### src/rtl/alu_issue_stage_if.sv
// Handshake and operand bus between the ID stage, writeback port and the ALU issue stage.
// Signal prefixes are written from the issue stage's point of view.
interface alu_issue_stage_if #(
  parameter int DATA_W  = 16,
  parameter int REG_AW  = 3,
  parameter int CTRL_W  = 3,
  parameter int SHAMT_W = 4
);
  logic               i_flush;
  logic               i_inValid;
  logic               o_inReady;
  logic [REG_AW-1:0]  i_inRs;
  logic [REG_AW-1:0]  i_inRt;
  logic [REG_AW-1:0]  i_inRd;
  logic [DATA_W-1:0]  i_inRsData;
  logic [DATA_W-1:0]  i_inRtData;
  logic [DATA_W-1:0]  i_inImm;
  logic               i_inUseImm;
  logic [CTRL_W-1:0]  i_inAluCtrl;
  logic               i_inBNegate;
  logic [SHAMT_W-1:0] i_inShamt;
  logic               i_wbValid;
  logic [REG_AW-1:0]  i_wbRd;
  logic [DATA_W-1:0]  i_wbData;
  logic               o_outValid;
  logic               i_outReady;
  logic [DATA_W-1:0]  o_a;
  logic [DATA_W-1:0]  o_b;
  logic               o_bNegate;
  logic [CTRL_W-1:0]  o_aluCtrl;
  logic [SHAMT_W-1:0] o_shamt;
  logic [REG_AW-1:0]  o_outRd;

  modport slave (
    input  i_flush, i_inValid, i_inRs, i_inRt, i_inRd, i_inRsData, i_inRtData,
           i_inImm, i_inUseImm, i_inAluCtrl, i_inBNegate, i_inShamt,
           i_wbValid, i_wbRd, i_wbData, i_outReady,
    output o_inReady, o_outValid, o_a, o_b, o_bNegate, o_aluCtrl, o_shamt, o_outRd
  );

  modport master (
    output i_flush, i_inValid, i_inRs, i_inRt, i_inRd, i_inRsData, i_inRtData,
           i_inImm, i_inUseImm, i_inAluCtrl, i_inBNegate, i_inShamt,
           i_wbValid, i_wbRd, i_wbData, i_outReady,
    input  o_inReady, o_outValid, o_a, o_b, o_bNegate, o_aluCtrl, o_shamt, o_outRd
  );
endinterface

### src/rtl/alu_issue_stage.sv
// ID->EX operand issue stage: two-entry skid buffer with valid/ready handshake,
// writeback bypass at capture and writeback snooping of held entries.
module alu_issue_stage #(
  parameter int DATA_W  = 16,
  parameter int REG_AW  = 3,
  parameter int CTRL_W  = 3,
  parameter int SHAMT_W = 4
) (
  input  logic             clk,
  input  logic             rst,
  alu_issue_stage_if.slave bus
);

  typedef enum logic [1:0] {EMPTY, ONE, TWO} state_t;

  typedef struct packed {
    logic [REG_AW-1:0]  rs;
    logic [REG_AW-1:0]  rt;
    logic               useImm;
    logic [DATA_W-1:0]  a;
    logic [DATA_W-1:0]  b;
    logic [CTRL_W-1:0]  aluCtrl;
    logic               bNegate;
    logic [SHAMT_W-1:0] shamt;
    logic [REG_AW-1:0]  rd;
  } entry_t;

  state_t r_state;
  logic   r_outValid;
  logic   r_inReady;
  entry_t r_out;
  entry_t r_skid;

  logic              w_accept;
  logic              w_retire;
  logic              w_wbHit;
  logic [DATA_W-1:0] w_rtOperand;
  entry_t            w_capture;
  entry_t            w_outSnoop;
  entry_t            w_skidSnoop;

  assign w_accept = bus.i_inValid & r_inReady;
  assign w_retire = r_outValid & bus.i_outReady;
  assign w_wbHit  = bus.i_wbValid & (bus.i_wbRd != '0);

  // R0 reads as zero; a nonzero writeback to the same index this cycle wins over the RF read.
  always_comb begin
    w_capture         = '0;
    w_capture.rs      = bus.i_inRs;
    w_capture.rt      = bus.i_inRt;
    w_capture.useImm  = bus.i_inUseImm;
    w_capture.aluCtrl = bus.i_inAluCtrl;
    w_capture.bNegate = bus.i_inBNegate;
    w_capture.shamt   = bus.i_inShamt;
    w_capture.rd      = bus.i_inRd;

    if (bus.i_inRs == '0)
      w_capture.a = '0;
    else if (w_wbHit && (bus.i_wbRd == bus.i_inRs))
      w_capture.a = bus.i_wbData;
    else
      w_capture.a = bus.i_inRsData;

    if (bus.i_inRt == '0)
      w_rtOperand = '0;
    else if (w_wbHit && (bus.i_wbRd == bus.i_inRt))
      w_rtOperand = bus.i_wbData;
    else
      w_rtOperand = bus.i_inRtData;

    w_capture.b = bus.i_inUseImm ? bus.i_inImm : w_rtOperand;

    w_outSnoop = r_out;
    if (w_wbHit && (r_out.rs == bus.i_wbRd))
      w_outSnoop.a = bus.i_wbData;
    if (w_wbHit && !r_out.useImm && (r_out.rt == bus.i_wbRd))
      w_outSnoop.b = bus.i_wbData;

    w_skidSnoop = r_skid;
    if (w_wbHit && (r_skid.rs == bus.i_wbRd))
      w_skidSnoop.a = bus.i_wbData;
    if (w_wbHit && !r_skid.useImm && (r_skid.rt == bus.i_wbRd))
      w_skidSnoop.b = bus.i_wbData;
  end

  always_ff @(posedge clk or posedge rst) begin
    if (rst) begin
      r_state    <= EMPTY;
      r_outValid <= 1'b0;
      r_inReady  <= 1'b0;
      r_out      <= '0;
      r_skid     <= '0;
    end else if (bus.i_flush) begin
      r_state    <= EMPTY;
      r_outValid <= 1'b0;
      r_inReady  <= 1'b1;
    end else begin
      r_out  <= w_outSnoop;
      r_skid <= w_skidSnoop;
      case (r_state)
        EMPTY: begin
          r_inReady <= 1'b1;
          if (w_accept) begin
            r_out      <= w_capture;
            r_outValid <= 1'b1;
            r_state    <= ONE;
          end
        end
        ONE: begin
          if (w_accept && w_retire) begin
            r_out <= w_capture;
          end else if (w_accept) begin
            r_skid    <= w_capture;
            r_inReady <= 1'b0;
            r_state   <= TWO;
          end else if (w_retire) begin
            r_outValid <= 1'b0;
            r_state    <= EMPTY;
          end
        end
        TWO: begin
          // No accept is possible here because InReady is low while the skid is full.
          if (w_retire) begin
            r_out     <= w_skidSnoop;
            r_inReady <= 1'b1;
            r_state   <= ONE;
          end
        end
        default: begin
          r_outValid <= 1'b0;
          r_inReady  <= 1'b1;
          r_state    <= EMPTY;
        end
      endcase
    end
  end

  assign bus.o_inReady  = r_inReady;
  assign bus.o_outValid = r_outValid;
  assign bus.o_a        = r_out.a;
  assign bus.o_b        = r_out.b;
  assign bus.o_bNegate  = r_out.bNegate;
  assign bus.o_aluCtrl  = r_out.aluCtrl;
  assign bus.o_shamt    = r_out.shamt;
  assign bus.o_outRd    = r_out.rd;

endmodule
### src/flat_wrapper.sv
// flat-port wrapper written by rule: the top's interface ports become plain ports
module alu_issue_stage_flat 
#(
  parameter int DATA_W  = 16,
  parameter int REG_AW  = 3,
  parameter int CTRL_W  = 3,
  parameter int SHAMT_W = 4
)
  (clk, rst, bus_i_flush, bus_i_inValid, bus_i_inRs, bus_i_inRt, bus_i_inRd, bus_i_inRsData, bus_i_inRtData, bus_i_inImm, bus_i_inUseImm, bus_i_inAluCtrl, bus_i_inBNegate, bus_i_inShamt, bus_i_wbValid, bus_i_wbRd, bus_i_wbData, bus_i_outReady, bus_o_inReady, bus_o_outValid, bus_o_a, bus_o_b, bus_o_bNegate, bus_o_aluCtrl, bus_o_shamt, bus_o_outRd);
  alu_issue_stage_if #(.DATA_W(DATA_W), .REG_AW(REG_AW), .CTRL_W(CTRL_W), .SHAMT_W(SHAMT_W)) bus_i ();
  input  logic clk;
  input  logic rst;
  input wire logic [$bits(bus_i.i_flush)-1:0] bus_i_flush;
  input wire logic [$bits(bus_i.i_inValid)-1:0] bus_i_inValid;
  input wire logic [$bits(bus_i.i_inRs)-1:0] bus_i_inRs;
  input wire logic [$bits(bus_i.i_inRt)-1:0] bus_i_inRt;
  input wire logic [$bits(bus_i.i_inRd)-1:0] bus_i_inRd;
  input wire logic [$bits(bus_i.i_inRsData)-1:0] bus_i_inRsData;
  input wire logic [$bits(bus_i.i_inRtData)-1:0] bus_i_inRtData;
  input wire logic [$bits(bus_i.i_inImm)-1:0] bus_i_inImm;
  input wire logic [$bits(bus_i.i_inUseImm)-1:0] bus_i_inUseImm;
  input wire logic [$bits(bus_i.i_inAluCtrl)-1:0] bus_i_inAluCtrl;
  input wire logic [$bits(bus_i.i_inBNegate)-1:0] bus_i_inBNegate;
  input wire logic [$bits(bus_i.i_inShamt)-1:0] bus_i_inShamt;
  input wire logic [$bits(bus_i.i_wbValid)-1:0] bus_i_wbValid;
  input wire logic [$bits(bus_i.i_wbRd)-1:0] bus_i_wbRd;
  input wire logic [$bits(bus_i.i_wbData)-1:0] bus_i_wbData;
  input wire logic [$bits(bus_i.i_outReady)-1:0] bus_i_outReady;
  output wire logic [$bits(bus_i.o_inReady)-1:0] bus_o_inReady;
  output wire logic [$bits(bus_i.o_outValid)-1:0] bus_o_outValid;
  output wire logic [$bits(bus_i.o_a)-1:0] bus_o_a;
  output wire logic [$bits(bus_i.o_b)-1:0] bus_o_b;
  output wire logic [$bits(bus_i.o_bNegate)-1:0] bus_o_bNegate;
  output wire logic [$bits(bus_i.o_aluCtrl)-1:0] bus_o_aluCtrl;
  output wire logic [$bits(bus_i.o_shamt)-1:0] bus_o_shamt;
  output wire logic [$bits(bus_i.o_outRd)-1:0] bus_o_outRd;
  assign bus_i.i_flush = bus_i_flush;
  assign bus_i.i_inValid = bus_i_inValid;
  assign bus_i.i_inRs = bus_i_inRs;
  assign bus_i.i_inRt = bus_i_inRt;
  assign bus_i.i_inRd = bus_i_inRd;
  assign bus_i.i_inRsData = bus_i_inRsData;
  assign bus_i.i_inRtData = bus_i_inRtData;
  assign bus_i.i_inImm = bus_i_inImm;
  assign bus_i.i_inUseImm = bus_i_inUseImm;
  assign bus_i.i_inAluCtrl = bus_i_inAluCtrl;
  assign bus_i.i_inBNegate = bus_i_inBNegate;
  assign bus_i.i_inShamt = bus_i_inShamt;
  assign bus_i.i_wbValid = bus_i_wbValid;
  assign bus_i.i_wbRd = bus_i_wbRd;
  assign bus_i.i_wbData = bus_i_wbData;
  assign bus_i.i_outReady = bus_i_outReady;
  assign bus_o_inReady = bus_i.o_inReady;
  assign bus_o_outValid = bus_i.o_outValid;
  assign bus_o_a = bus_i.o_a;
  assign bus_o_b = bus_i.o_b;
  assign bus_o_bNegate = bus_i.o_bNegate;
  assign bus_o_aluCtrl = bus_i.o_aluCtrl;
  assign bus_o_shamt = bus_i.o_shamt;
  assign bus_o_outRd = bus_i.o_outRd;
  alu_issue_stage #(.DATA_W(DATA_W), .REG_AW(REG_AW), .CTRL_W(CTRL_W), .SHAMT_W(SHAMT_W)) u_core (.clk(clk), .rst(rst), .bus(bus_i));
endmodule
### config.mk
export PLATFORM = sky130hd
export DESIGN_NAME = alu_issue_stage_flat
export DESIGN_NICKNAME = d
export VERILOG_FILES = /design/src/rtl/alu_issue_stage_if.sv /design/src/rtl/alu_issue_stage.sv /design/src/flat_wrapper.sv
export SDC_FILE = /design/constraint.sdc
export NUM_CORES = 1
export LEC_CHECK = 0
export BUFFER_PORTS_ARGS = -buffer_cell sky130_fd_sc_hd__buf_2
export CAP_MARGIN = 20
export CORE_AREA = 2 2 114 116
export CTS_CLUSTER_DIAMETER = 100
export DETAILED_ROUTE_END_ITERATION = 10
export DIE_AREA = 0 0 116 118
export PLACE_DENSITY = 0.88
export SYNTH_ARGS = -nofsm -noshare
export SYNTH_HDL_FRONTEND = slang
export SYNTH_SLANG_ARGS = --single-unit
### constraint.sdc
create_clock -name clk -period 5.3 [get_ports clk]
set_clock_uncertainty 0.15 [all_clocks]
set_input_delay 1.325 -clock clk [delete_from_list [all_inputs] [get_ports clk]]
set_output_delay 1.325 -clock clk [all_outputs]
set_load 0.02 [all_outputs]
Word level (Yosys, flattened, before mapping)
Index checks and enable logic that the tools add are counted.

Flip-flop bits (word level): 104. Bits of input ports: 91. Output and inout bits: 45. Word-level logic and storage cells: 100.

Equal/unequal tests: 19. Multiplexer cells: 34. Bitwise logic cells: 5. Reductions and logical operators: 21.

Operator list (number): 50-bit two-way mux (3); 50-bit one-hot mux with 3 select lines (1); 16-bit two-way mux (9); 43-bit two-way mux (3); 3-bit equality test (6); 2-bit two-way mux (6); 3-bit by 2-bit != test with 1-bit output, second input constant (4); 5-bit AND reduction (2); 1-bit logical AND (9); 1-bit two-way mux (9); 4-bit AND reduction (2); 3-bit logical NOT (2); 2-bit by 1-bit != test with 1-bit output, second input constant (3); 3-bit != test, second input constant (2); 2-bit one-hot mux with 3 select lines (1); 3-bit nonzero test (2); 4-bit by 2-bit != test with 1-bit output, second input constant (1); 1-bit bitwise AND (3); 1-bit one-hot mux with 3 select lines (1); 3-bit AND reduction (1); 2-bit by 1-bit equality test with 1-bit output, second input constant (1); 2-bit equality test, second input constant (1); 1-bit logical NOT (2); 2-bit logical NOT (1); other kinds (3) (4).

Depth between registers and ports, before layout
Gate-level depths: netlist (run 1).

Word-level depth: 9. Gate-level depth with buffers: 8. Mapped depth without buffers: 5.

Worst setup path before layout (run 1)
Ideal clock, no wire load.

Path kind: input to register. Start point: input port bus_i_wbRd[2]. End point: register u_core.r_out (netlist bit u_core.bus.o_a[10]). Library setup time: 0.121 ns. Arrival time: 2.828 ns. Data required time: 5.029 ns. Slack: 2.200 ns. Cell stages on the path: 7. Path buffers: 2. Path through: buf_4 > xor2_1 > nor4_4 > buf_6 > mux2i_1 > o21ai_0 > o22a_1.

Longest elaborated chain between the ends: 7. Elaborated cells between the ends (all ways): 16. Those cells by class: eq/ne (3); mux (8); bitwise (1); reduce/logical (4).

Ends and longest elaborated chain: start: declaration (line flat_wrapper.sv:26) `input wire logic [$bits(bus_i.i_wbRd)-1:0] bus_i_wbRd;`; 3-bit nonzero test (line alu_issue_stage.sv:44) `assign w_wbHit = bus.i_wbValid & (bus.i_wbRd != '0);`; 1-bit bitwise AND (line alu_issue_stage.sv:44); 1-bit logical AND (line alu_issue_stage.sv:59) `else if (w_wbHit && (bus.i_wbRd == bus.i_inRs))`; 16-bit two-way mux (line alu_issue_stage.sv:59); 16-bit two-way mux (line alu_issue_stage.sv:57) `if (bus.i_inRs == '0)`; 50-bit two-way mux, on equally long branches (line alu_issue_stage.sv:110, alu_issue_stage.sv:103); 50-bit one-hot mux with 3 select lines (*) (line alu_issue_stage.sv:100) `case (r_state)`; end signal: assignment (line alu_issue_stage.sv:98) `r_out <= w_outSnoop;`; end signal: assignment (line alu_issue_stage.sv:104) `r_out <= w_capture;`; end signal: assignment (line alu_issue_stage.sv:111) `r_out <= w_capture;`; end: declaration (line alu_issue_stage.sv:31) `entry_t r_out;`.

Every way passes the cells marked *; elsewhere a longest branch is shown, timed or not. The select of a mux whose other input is x is not followed. A chain may end at the register's enable or synchronous reset.

Worst setup path in the final report (run 1)
Start point: input port bus_i_outReady. End point: register u_core.r_out (netlist bit u_core.bus.o_b[15]).

Longest elaborated chain between the ends: 4. Elaborated cells between the ends (all ways): 5. Those cells by class: mux (3); bitwise (1); reduce/logical (1).

Ends and longest elaborated chain: start: declaration (line flat_wrapper.sv:28) `input wire logic [$bits(bus_i.i_outReady)-1:0] bus_i_outReady;`; 1-bit bitwise AND (*) (line alu_issue_stage.sv:43) `assign w_retire = r_outValid & bus.i_outReady;`; 1-bit logical AND (line alu_issue_stage.sv:110) `if (w_accept && w_retire) begin`; 50-bit two-way mux (line alu_issue_stage.sv:110); 50-bit one-hot mux with 3 select lines (*) (line alu_issue_stage.sv:100).

Marks and branches as above.

==> results.cfg, run 1 <==
[cts]
clock_path_buffers = 2
post_cts_resized = 0
post-cts-setup-buffers = 0
cts_made_buffers = 9
cts_sinks = 104
clk_latency_ns = 0.35
cts-root-buf = clkbuf_16
cts_tree = done
cts_max_level = 3
cts.clk_slew.worst_paths_ns = 0.07
ctsHoldBuffers = 0

[floorplanning]
row_count = 41
die_area_um2 = 13700
coreArea_um2 = 12400
die_y_um = 118
initial_utilization_pct = 54.9
die_width_um = 116
io_pins = 136

[timing]
layout_setup_ws_ns = 1.64
timing.final.crit_share_pct = 69.0
min_period_ns = 3.66
rsz0062_at_grt = no
drv_slew = 0
setup_viol = 0
final.setup.tns_ns = 0
hold_viol_final = 0
worst_pin_slew_ns = 1.13
slew_headroom_pct = 24.5
fmax_mhz = 274

[global_routing]
grt_pass1_vias = 5784
grt_pass1_wl_um = 29800
gr-total-overflow = 0
grtUsageTotal_pct = 27.2
antenna_found_initial = 0
grt_max_degree = 82

[placed_design]
dp_hpwl_um = 12300
io_buffers = 135
place_ws_ns = 1.33
gp_congestion = 0.853

[routing]
drc_errors = 0
dr.first_iter.drc_count = 623
routed-wl-met2_um = 8590
routed_wl_um = 18700
drt_pre_antenna_iters = 5
top_layer = met4
drtAntennaViolNets = 0
avgRoutedWirePerCell_um = 19.7
vias_per_cell = 6.46
dr_wl_met3_um = 1850
wirelength_met1_um = 7650
vias = 6156

[layout]
syn_to_final_growth_pct = 11.0
final_common_cell = buf_2
layout_common_cells = buf_2 (135), dfrtp_1 (104), mux2i_1 (48), nand2_1 (41), o21ai_0 (40)
drive_gt1_share_pct = 27.0
nets = 867
diodes = 0

[worst_setup_path]
rr_endpoint = u_core.bus.o_b[15]
r2r_slack_ns = 2.19
cp-start-kind = input port
worstSetupPathType = input port to register
rr_worst_depth = 5
crit_end = u_core.bus.o_b[15]
setup.worst_path.start = bus_i_outReady
cp-end-kind = register
slowest_delay_ns = 0.81
worstPathCellList = buf_2 -> nand4b_1 -> o211a_1 -> and4_1 -> a31oi_1 -> a41oi_1
cp_slowest_cell = nand4b_1
r2r-start = u_core.r_state[0]
worstPathRequired_ns = 5.33
critPathMaxFanout = 32
arrival_ns = 3.69

[synthesis]
ys_warn_count = 0
synthArstFlopShare_pct = 100
synth_area_leaders = dfrtp_1 (38%), mux2i_1 (7.0%), buf_4 (5.1%)
avgSynthCellArea_um2 = 9.47
synth_edf_count = 0
synth_top_area_share_pct = 38.2
ys.flop_type = dfrtp_1
yosys_register_bits = 104
seq_area_frac_synth_pct = 38.2
syn_inst = 720
netlist_area_um2 = 6820
yosys.cell_types.count = 52
synth_fp_nets = 811
synth_area_leader_cell = dfrtp_1

[power_and_ir_drop]
powerDensity_nw_per_um2 = 394
ir_worst_vdd_uv = 187
p_leak_nw = 3.12

[job]
maxCapViolations = 0

[status]
outcome = finished clean

[worst_hold_path]
hp-class = register to register
[where the power goes]
part           switching, mW  total (mW)  internal [mW]
clock                  0.317       0.704          0.386
combinational          0.568        1.01          0.440
sequential             0.200        1.27           1.07
[worst max-delay path: cells and delay by family]
kind / cells / cell delay (ns)
buffers and inverters: 1 / 0.12
AND/OR/NAND/NOR: 2 / 1.19
AO/OA/AOI/OAI: 3 / 1.05
[cells in the mapped netlist (10+ instances only)]
| master | count |
|---|---|
| nor2_1 | 35 |
| a21oi_1 | 35 |
| and4_1 | 16 |
| clkbuf_1 | 43 |
| mux2i_1 | 48 |
| xor2_1 | 18 |
| and3_1 | 17 |
| o31ai_1 | 16 |
| dfrtp_1 | 104 |
| o22ai_1 | 16 |
| buf_2 | 10 |
| a22oi_1 | 19 |
| nor3_1 | 17 |
| o221a_2 | 12 |
| buf_4 | 46 |
| nor3b_1 | 16 |
| o21ai_0 | 40 |
| and2_1 | 17 |
| a31oi_1 | 32 |
| o21ai_1 | 11 |
| a41oi_1 | 16 |
| a221oi_1 | 17 |
| o22a_1 | 16 |
| nand2_1 | 41 |
| mux2_2 | 18 |
[registers in the layout (all words and copies together) (netlist names), 2 cells and up]
name,cells
u_core.bus.o_shamt,4
u_core.r_skid,50
u_core.bus.o_a,16
u_core.r_out,7
u_core.bus.o_b,16
u_core.bus.o_outRd,3
u_core.bus.o_aluCtrl,3
u_core.r_state,2
[how the worst min path moves through the flow]
stage	startpoint	endpoint	slack, ns	cells past startpoint
floorplan	u_core.bus.o_aluCtrl[0]	u_core.bus.o_aluCtrl[0]	0.30	2
global placement	u_core.bus.o_shamt[2]	u_core.bus.o_shamt[2]	0.31	2
detailed placement	u_core.bus.o_aluCtrl[2]	u_core.bus.o_aluCtrl[2]	0.32	2
CTS	u_core.bus.o_aluCtrl[2]	u_core.bus.o_aluCtrl[2]	0.33	2
global route	u_core.bus.o_aluCtrl[2]	u_core.bus.o_aluCtrl[2]	0.36	2
finish	u_core.bus.o_aluCtrl[2]	u_core.bus.o_aluCtrl[2]	0.33	2
[final cells by class]
| type | instances | area [um^2] |
|---|---|---|
| fillers | 1062 | 4840 |
| multi-input cells | 506 | 3610 |
| flip-flops and latches | 104 | 2600 |
| repair buffers | 150 | 808 |
| clock buffers | 10 | 239 |
| well taps | 172 | 215 |
| clock inverters | 6 | 75.1 |
| inverters | 5 | 21.3 |
[stage by stage]
| stage | utilization [%] | instance area, um^2 | hold slack, ns | power (mW) | std cells |
|---|---|---|---|---|---|
| final | 61.0 | 7570 | 0.326 | 2.98 | 953 |
| after global placement | 58.1 | 7220 | 0.306 | 2.22 | 934 |
| after detailed placement | 58.1 | 7220 | 0.315 | 2.27 | 934 |
| after CTS | 60.7 | 7530 | 0.331 | 2.96 | 950 |
| after global routing | 61.0 | 7570 | 0.363 | 3.14 | 953 |
| after floorplan | - | 6820 | 0.301 | 2.07 | 720 |
[cell families after synthesis]
family	count (synthesis)	synth area share, %
multiplexers	66	10.0
buffers and inverters	110	9.32
AND/OR/NAND/NOR	179	15.3
XOR/XNOR	19	2.44
AO/OA/AOI/OAI	242	24.8
flip-flops	104	38.2
[metal layers]
metal	up-vias	global-route usage (%)
met1	2937	37.9
met3	56	4.74
met2	352	41.6
met4	0	11.8
li1	2811	-
met5	-	0
No activity file was read; power rests on OpenSTA's default activity.
==> run 2: changes to the inputs <==
--- a/config.mk
+++ b/config.mk
@@ -7,11 +7,11 @@
 export LEC_CHECK = 0
 export BUFFER_PORTS_ARGS = -buffer_cell sky130_fd_sc_hd__buf_2
 export CAP_MARGIN = 20
-export CORE_AREA = 2 2 114 116
+export CORE_AREA = 2 2 119 121
 export CTS_CLUSTER_DIAMETER = 100
 export DETAILED_ROUTE_END_ITERATION = 10
-export DIE_AREA = 0 0 116 118
-export PLACE_DENSITY = 0.88
+export DIE_AREA = 0 0 121 123
+export PLACE_DENSITY = 0.85
 export SYNTH_ARGS = -nofsm -noshare
 export SYNTH_HDL_FRONTEND = slang
 export SYNTH_SLANG_ARGS = --single-unit
==> constraint.sdc (replaced) <==
create_clock -name clk -period 3 [get_ports clk]
set_clock_uncertainty 0.15 [all_clocks]
set_input_delay 0.75 -clock clk [delete_from_list [all_inputs] [get_ports clk]]
set_output_delay 0.75 -clock clk [all_outputs]
set_load 0.02 [all_outputs]
==> results.cfg, run 2 (synthesized netlist as in run 1, its figures left out) <==
[worst_setup_path]
worstPathCellList = buf_2 -> o31ai_4 -> nor4_4 -> buf_12 -> and3_1 -> o31ai_1 -> a41oi_1
critPathMaxFanout = 32
cp-start-kind = input port
arrival_ns = 2.43
slowest_delay_ns = 0.48
worstPathRequired_ns = 3.06
cp_slowest_cell = o31ai_4
cp-end-kind = register
worstSetupPathType = input port to register

[routing]
drt_pre_antenna_iters = 8
routed_wl_um = 19500
vias_per_cell = 6.39
vias = 6279
drtAntennaViolNets = 0
drc_errors = 0
dr.first_iter.drc_count = 801
avgRoutedWirePerCell_um = 19.9

[cts]
cts-root-buf = clkbuf_16
post-cts-setup-buffers = 0
cts_made_buffers = 9
cts_max_level = 3
clock_path_buffers = 2
cts_tree = done
ctsHoldBuffers = 0
cts_sinks = 104
post_cts_resized = 0
cts.clk_slew.worst_paths_ns = 0.07
clk_latency_ns = 0.36

[layout]
syn_to_final_growth_pct = 13.8
drive_gt1_share_pct = 28.8
final_common_cell = buf_2
largest_reg_flops = 50
layout_common_cells = buf_2 (135), dfrtp_1 (104), mux2i_1 (48), nand2_1 (41), o21ai_0 (40)
final_cell_area_um2 = 7760
final_cell_count_no_fill = 982
nets = 887
regMostFlops = u_core.r_skid

[timing]
drv_slew = 0
min_period_ns = 2.37
hold_viol_final = 0
slew_headroom_pct = 45.1
layout_setup_ws_ns = 0.630
hold-worst-slack_ns = 0.272
worst_pin_slew_ns = 0.824
timing.final.crit_share_pct = 79.0
setup_viol = 0
rsz0062_at_grt = no
fmax_mhz = 422
final.setup.tns_ns = 0

[floorplanning]
initial_utilization_pct = 50.1
die_y_um = 123
io_pins = 136
coreArea_um2 = 13600
die_width_um = 121
die_area_um2 = 14900
row_count = 43

[power_and_ir_drop]
powerDensity_nw_per_um2 = 689
ir_worst_vdd_uv = 300
p_leak_nw = 3.22

[global_routing]
antenna_found_initial = 1
grt_pass1_wl_um = 30800
grt_max_degree = 54
gr-total-overflow = 0
grt_pass1_vias = 6020
grtUsageTotal_pct = 26.3

[placed_design]
io_buffers = 135
place_ws_ns = 0.301
dp_hpwl_um = 13400
placedCellCount = 965
gp_congestion = 0.905
place_area_um2 = 7450

[job]
maxCapViolations = 0

[status]
outcome = finished clean

[worst_hold_path]
hp-class = input port to async pin
run 2: changes by cell type in the layout (fill, tap and decap cells not counted):
cell / previous run / this run
buf_12: 1 / 4
buf_4: 13 / 31
buf_8: 1 / 0
clkbuf_8: 1 / 0
clkinv_4: 2 / 1
diode_2: 0 / 1
inv_4: 1 / 0
inv_6: 1 / 4
run 2: critical path: cells and delay by family:
| family | cells | cell delay (ns) |
|---|---|---|
| compound gates | 3 | 0.99 |
| buf+inv | 2 | 0.36 |
| simple gates | 2 | 0.31 |
run 2: worst paths after layout:
check                                     start                    to  slack, ns  cells past startpoint
max                               bus_i_wbRd[1]     u_core.bus.o_b[7]       0.63                      7
min                                         rst      u_core.r_skid[8]       0.27                      2
max reg2reg                   u_core.r_state[1]    u_core.bus.o_b[10]       0.67                      5
min reg2reg                u_core.bus.o_bNegate  u_core.bus.o_bNegate       0.33                      2
max in group asynchronous                   rst     u_core.r_skid[17]       1.78                      3
min in group clk           u_core.bus.o_bNegate  u_core.bus.o_bNegate       0.33                      2
run 2: final cells by class:
| type | instances | area (um^2) |
|---|---|---|
| Fill cell | 1129 | 5850 |
| Timing Repair Buffer | 170 | 988 |
| Clock inverter | 7 | 85.1 |
| Sequential cell | 104 | 2600 |
| Inverter | 5 | 22.5 |
| Multi-Input combinational cell | 506 | 3610 |
| Tap cell | 180 | 225 |
| Clock buffer | 9 | 225 |
| Antenna cell | 1 | 2.50 |
run 2: per-stage QoR:
step	total power, mW	utilization [%]
final	5.35	57.0
after global routing	5.64	57.0
after CTS	5.33	57.0
after detailed placement	4.07	54.7
after global placement	3.99	54.7
after floorplan	3.66	-
run 2: routing by layer:
layer	share of wire, %	vias to the layer above	GRT usage (%)
li1	-	2848	-
met3	9.8	62	4.84
met2	45	362	40.6
met5	0	-	0
met4	3.6	0	13.5
met1	41	3007	35.5
run 2: report_power, final:
part / total (mW) / switching, mW / internal, mW
sequential: 2.24 / 0.346 / 1.90
combinational: 1.85 / 1.03 / 0.820
clock: 1.26 / 0.595 / 0.668
==> run 3: changes to the inputs <==
==> constraint.sdc (replaced) <==
create_clock -name clk -period 1.9 [get_ports clk]
set_clock_uncertainty 0.15 [all_clocks]
set_input_delay 0.475 -clock clk [delete_from_list [all_inputs] [get_ports clk]]
set_output_delay 0.475 -clock clk [all_outputs]
set_load 0.02 [all_outputs]
==> results.cfg, run 3 (synthesized netlist as in run 1, its figures left out) <==
[placed_design]
dp_hpwl_um = 14000
io_buffers = 135
place_area_um2 = 8160
gp_congestion = 0.901
place_ws_ns = -0.479

[timing]
fmax_mhz = 457
hold-worst-slack_ns = 0.0290
rsz0062_at_grt = yes
drv_slew = 0
layout_setup_ws_ns = -0.287
min_period_ns = 2.19
setup_viol = 101
final.setup.tns_ns = -17.09
timing.final.crit_share_pct = 115
worst_pin_slew_ns = 0.445
hold_viol_final = 0
slew_headroom_pct = 70.1

[worst_setup_path]
cp-start-kind = input port
worstPathRequired_ns = 1.97
path_delay_family = simple AND/OR/NAND/NOR gates
worstSetupPathType = input port to register
cp_slowest_cell = or3_1
path_buf_inv = 2
slowest_delay_ns = 0.49
critPathMaxFanout = 9
arrival_ns = 2.26
worstPathCellList = buf_2 -> or3_1 -> nor2b_1 -> buf_4 -> and3_1 -> o31ai_1 -> a41oi_2
cp-end-kind = register

[layout]
regMostFlops = u_core.r_skid
num-fill-cells = 798
largest_reg_flops = 50
final_common_cell = buf_2
syn_to_final_growth_pct = 42.8
final_cell_area_um2 = 9740
nets = 963
multiInputGateArea_um2 = 4560
diodes = 0
layout_common_cells = buf_2 (132), dfrtp_1 (102), buf_4 (64), nor2_1 (34), mux2i_1 (33)
drive_gt1_share_pct = 49.4
regArea_um2 = 2610

[cts]
cts-root-buf = clkbuf_16
cts_max_level = 3
cts_sinks = 104
cts_tree = done
clock_path_buffers = 2
ctsHoldBuffers = 0
cts_made_buffers = 9
clk_latency_ns = 0.37
cts.clk_slew.worst_paths_ns = 0.08

[floorplanning]
row_count = 43
coreArea_um2 = 13600
io_pins = 136
die_y_um = 123
initial_utilization_pct = 50.1
die_area_um2 = 14900
die_width_um = 121

[routing]
vias_per_cell = 7.30
dr.first_iter.drc_count = 1189
drc_errors = 0
drtAntennaViolNets = 0
vias = 7706
drt_pre_antenna_iters = 9
avgRoutedWirePerCell_um = 27.2
routed_wl_um = 28700

[status]
outcome = complete, but fails checks
violations = negative setup slack

[power_and_ir_drop]
finalPower_mw = 10.2
ir_worst_vdd_uv = 609
p_leak_nw = 4.03
powerDensity_nw_per_um2 = 1050

[global_routing]
grt_max_degree = 49
grt_pass1_vias = 6438
gr-total-overflow = 0
grtUsageTotal_pct = 29.8
grt_pass1_wl_um = 34700
antenna_found_initial = 0

[worst_hold_path]
hp-class = input port to async pin

[job]
maxCapViolations = 0
-- run 3: what timing repair did --
| action | 4_1_cts | 5_1_grt |
|---|---|---|
| gates cloned | 4 | 11 |
| pin swaps | 14 | 46 |
| buffers inserted | 10 | 9 |
| endpoints found under the setup margin | 86 | 100 |
| resized for setup | 56 | 129 |
-- run 3: path summary, 6_finish.rpt --
check / from / endpoint / slack (ns) / cells past startpoint
min in group clk: bus_i_inAluCtrl[2] / u_core.r_skid[10] / 0.21 / 2
worst min register to register: u_core.bus.o_outRd[0] / u_core.bus.o_outRd[0] / 0.36 / 2
worst max register to register: u_core.r_out[46] / u_core.bus.o_b[1] / -0.28 / 6
worst max-delay path: bus_i_inRt[0] / u_core.bus.o_b[6] / -0.29 / 7
worst min-delay path: rst / u_core.bus.o_shamt[2] / 0.03 / 3
max in group asynchronous: rst / u_core.r_state[1] / 1.19 / 3
-- run 3: stage by stage --
stage	cells	util (%)
3_3_place_gp	1007	60.0
6_report	1056	71.6
2_1_floorplan	720	-
4_1_cts	1036	65.2
5_1_grt	1056	71.6
3_5_place_dp	1007	60.0
-- run 3: layer usage --
metal  part of all wire (%)  track usage [%]
met1                     36             40.7
met2                     44             47.1
met3                     13             4.80
met4                    7.6             12.6
met5                      0                0
-- run 3: area by class of cell --
cell class,count,area share [%]
repair buffers,245,20.8
clock inverters,5,0.655
well taps,180,2.31
flip-flops and latches,104,26.7
inverters,5,0.231
multi-input cells,507,46.8
clock buffers,10,2.45
-- run 3: worst reg2reg max path, cell delays in order, from the launching register on --
cell and delay, ns:
dfrtp_1 0.42, xor2_1 0.23, nor4_4 0.38, buf_4 0.27
and4_1 0.24, a31oi_1 0.06, a41oi_1 0.32
-- run 3: power breakdown --
part,switching (mW),internal [mW],total (mW),leakage (nW)
registers,0.779,3.00,3.78,1.22
clock network,0.962,1.07,2.03,0.146
logic,2.28,2.16,4.44,2.66
total,4.02,6.22,10.2,4.03
